File: config.mk
export PLATFORM = sky130hd
export DESIGN_NAME = sha3_theta_elts_acc
export DESIGN_NICKNAME = d
export VERILOG_FILES = /design/src/rtl/sha3_theta_elts_acc.sv
export SDC_FILE = /design/constraint.sdc
export NUM_CORES = 2
export LEC_CHECK = 0
export BUFFER_PORTS_ARGS = -buffer_cell sky130_fd_sc_hd__buf_4
export CORE_AREA = 10 10 738 740
export CTS_CLUSTER_DIAMETER = 200
export DETAILED_ROUTE_END_ITERATION = 12
export DIE_AREA = 0 0 748 750
export PLACE_DENSITY = 0.34
export SYNTH_ARGS = -nofsm -noshare
export SYNTH_HDL_FRONTEND = slang
export SYNTH_SLANG_ARGS = --single-unit
File: constraint.sdc
create_clock -name clk -period 21 [get_ports clk]
set_input_delay 1.05 -clock clk [delete_from_list [all_inputs] [get_ports clk]]
set_output_delay 1.05 -clock clk [all_outputs]
set_load 0.05 [all_outputs]
File: src/rtl/sha3_theta_elts_acc.sv
// rtl/sha3_theta_elts_acc.sv - Keccak theta-element generator with row-beat parity accumulation and registered output
module sha3_theta_elts_acc #(
    parameter int W         = 64,
    parameter int BEAT_ROWS = 5
) (
    input  logic                              clk,
    input  logic                              rst,
    input  logic                              clear,
    input  logic                              in_valid,
    output logic                              in_ready,
    input  logic [BEAT_ROWS-1:0][4:0][W-1:0]  irow,
    output logic                              out_valid,
    input  logic                              out_ready,
    output logic [4:0][W-1:0]                 oelt
);

    localparam int BEATS = 5 / BEAT_ROWS;

    logic [2:0]           cnt;
    logic [4:0][W-1:0]    acc;
    logic [4:0][W-1:0]    term;
    logic                 term_valid;
    logic [4:0][W-1:0]    beat_par;
    logic [4:0][W-1:0]    acc_next;
    logic [4:0][W-1:0]    theta;
    logic                 s2_free;
    logic                 accept;
    logic                 last_beat;

    function automatic logic [W-1:0] rotl1(input logic [W-1:0] v);
        logic [W-1:0] r;
        for (int i = 0; i < W; i++) begin
            r[i] = v[(i + W - 1) % W];
        end
        return r;
    endfunction

    always_comb begin
        beat_par = '0;
        for (int x = 0; x < 5; x++) begin
            for (int r = 0; r < BEAT_ROWS; r++) begin
                beat_par[x] = beat_par[x] ^ irow[r][x];
            end
        end
    end

    // The first beat of a state overwrites acc, so no explicit clear of acc is needed between states.
    always_comb begin
        acc_next = '0;
        for (int x = 0; x < 5; x++) begin
            acc_next[x] = (cnt == 3'd0) ? beat_par[x] : (acc[x] ^ beat_par[x]);
        end
    end

    always_comb begin
        theta = '0;
        for (int x = 0; x < 5; x++) begin
            theta[x] = term[(x + 4) % 5] ^ rotl1(term[(x + 1) % 5]);
        end
    end

    assign s2_free   = !out_valid || out_ready;
    assign in_ready  = !term_valid || s2_free;
    assign accept    = in_valid && in_ready;
    assign last_beat = (cnt == 3'(BEATS - 1));

    always_ff @(posedge clk or posedge rst) begin
        if (rst) begin
            cnt        <= 3'd0;
            acc        <= '0;
            term       <= '0;
            term_valid <= 1'b0;
            out_valid  <= 1'b0;
            oelt       <= '0;
        end else if (clear) begin
            cnt        <= 3'd0;
            term_valid <= 1'b0;
            out_valid  <= 1'b0;
        end else begin
            if (term_valid && s2_free) begin
                oelt      <= theta;
                out_valid <= 1'b1;
            end else if (s2_free) begin
                out_valid <= 1'b0;
            end

            if (accept) begin
                acc <= acc_next;
                if (last_beat) begin
                    term <= acc_next;
                    cnt  <= 3'd0;
                end else begin
                    cnt  <= cnt + 3'd1;
                end
            end

            // A fresh term may load in the same cycle the old one moves to oelt.
            if (accept && last_beat) begin
                term_valid <= 1'b1;
            end else if (term_valid && s2_free) begin
                term_valid <= 1'b0;
            end
        end
    end

endmodule

==> flow_summary.toml <==
[placement]
hpwl_mm = 352
gp_congestion = 0.920
portBuffers = 1926

[setup_path]
critPathLaunchType = "input port"
path_class = "input port to asynchronous set/reset pin"
cp-end-kind = "asynchronous set/reset pin"
path_max_fanout = 97
crit_required_ns = 21.84
crit_arrival_ns = 5.27

[clock_tree]
clk_pin_slew_worst_paths_ns = 0.06
htree_levels = 3
cts_root_buf = "clkbuf_16"
clk_latency_ns = 0.82
cts_buffers = 93
ctsResizeCount = 0
cts_tree = "yes"
clock-sinks = 645
cts_setup_buffers = 0
cts-hold-fix-buffers = 0
cts_buffer_depth = 4

[synthesis]
yosys-top-cells-count = "dfrtp_1, xnor2_1, nor2_1, a21oi_1"
synth_edf_count = 0
ys_seq_area_share_pct = 41.5
dominantRegCellSynth = "dfrtp_1"
async_flop_share_pct = 100
synth_cell_types = 21
synth_nets = 4629
yosysMostFrequentCell = "dfrtp_1"
syn_area_per_cell_um2 = 12.9
ys_ff_latch = 645
netlist_instances = 3022
yosysWarnings = 0
yosys.area.top_type = "dfrtp_1"
synth_area_um2 = 38900
yosys-top-cells-area = "dfrtp_1, xnor3_1, xnor2_1, mux2_2, xor2_1"
netlist.area_leader.share_pct = 41.5

[timing]
rsz0062_at_grt = "no"
hold_viol = 0
finClkSkew_ns = 0.0503
fmax_mhz = 225
drv_slew = 0
maxSlewHeadroom_pct = 15.3
setup_tns_ns = 0
finalHoldWorstSlack_ns = 0.351
worst_slew_pin_slew_ns = 1.27
setup_violations = 0
post-route-period-util_pct = 21.1
min_period_ns = 4.44

[die]
ios = 1927
die_w_um = 748
dieHeight_um = 750
start_util_pct = 7.33
rows = 268
die_area_um2 = 561000
core_area_um2 = 530000

[cells_and_area]
area_delta_synth_final_pct = 67.9
multiInputGateArea_um2 = 22200
regArea_um2 = 16100
drive_gt1_share_pct = 48.2
finalCoreUtilization_pct = 12.3
final_nets = 6572
fillers = 60500

[routing]
drt_wl_total_mm = 382
post_drt_wl_per_cell_um = 31.5
viasPerCell = 2.73
drc = 0
drt_iter0_drc = 1905
drtAntennaViolNets = 0
firstDrtPassIters = 5
num_vias = 33100

[power]
p_leak_nw = 28.3
power_mw = 7.96
vdd_drop_max_mv = 0.0775
powerDensity_nw_per_um2 = 122

[global_route]
grt.total_usage_pct = 13.0
grt_pass1_vias = 35100
antenna_found_initial = 299
grt_overflow = 0
grt_pass1_wl_mm = 460
grt_max_degree = 173

[run]
cap_violations = 0

[run_status]
status = "complete, no violations"

[worst_hold_path]
holdCritPathClass = "input port to asynchronous set/reset pin"
## sequential cells by signal, indices dropped and copies added (netlist names)
signal,cells
term,320
out_valid,1
oelt,320
cnt,3
term_valid,1
## where the power goes
| part | switching, mW | internal (mW) |
|---|---|---|
| Combinational | 2.48 | 1.39 |
| Sequential | 0.665 | 1.75 |
| Clock | 0.685 | 0.996 |
| Total | 3.83 | 4.13 |
## per-stage QoR
step           cell area [um2]  setup slack, ns  std cells
4_1_cts                  65000            16.36      12100
3_3_place_gp             61900            15.54      11900
5_1_grt                  65100            15.95      12100
3_5_place_dp             61900            15.41      11900
2_1_floorplan            38900             1.88       3022
6_report                 65300            16.56      12200
## path summary, 6_finish.rpt
kind | from | to | slack (ns) | cells after the start
max | rst | oelt[317] | 16.56 | 7
min | rst | term[30] | 0.35 | 2
max reg2reg | out_valid | oelt[266] | 17.04 | 8
min reg2reg | oelt[244] | oelt[244] | 0.53 | 2
max in group clk | out_valid | oelt[266] | 17.04 | 8
min in group clk | clear | cnt[0] | 0.46 | 2
## cells by family after synthesis
| logic type | Yosys count | share of synthesized area (%) |
|---|---|---|
| AND/OR/NAND/NOR | 337 | 3.35 |
| adder cells (fa/ha/maj) | 2 | 0.0644 |
| multiplexers | 321 | 9.30 |
| AO/OA/AOI/OAI | 323 | 4.16 |
| flip-flops | 645 | 41.5 |
| buffers and inverters | 114 | 1.42 |
| XOR/XNOR | 1280 | 40.2 |
## worst max-delay path: stages
cell	delay [ns]
buf_4	0.13
inv_8	0.50
buf_4	0.57
buf_4	0.61
buf_4	0.76
buf_4	0.65
buf_4	0.69
## layer usage
metal / up-vias / wire length, um / GRT usage, %
met1: 16300 / 155000 / 15.5
li1: 14100 / - / -
met4: 196 / 11200 / 2.96
met2: 1892 / 152000 / 18.4
met5: - / 1290 / 0
met3: 565 / 63200 / 9.55
## cell type report
class / instances / area share, %
multi-input cells: 2263 / 34.0
flip-flops and latches: 645 / 24.7
repair buffers: 1959 / 22.6
well taps: 7020 / 13.5
clock buffers: 130 / 4.04
clock inverters: 32 / 0.765
diodes: 102 / 0.391
inverters: 3 / 0.0288
## cells in the final DEF (no fill, tap or decap), drive strengths merged
cell type	n
nand3	2
mux2	320
nand2b	1
bufinv	10
nor2b	2
mux2i	1
nor2	324
inv	3
dfrtp	645
clkinv	16
nor3b	1
xor2	320
ha	2
a21oi	323
nand3b	1
clkinvlp	6
diode	102
nand2	4
xnor3	320
buf	1959
nand4b	1
xnor2	640
clkbuf	130
nand4	1
Power figures use the tool's default switching activity.
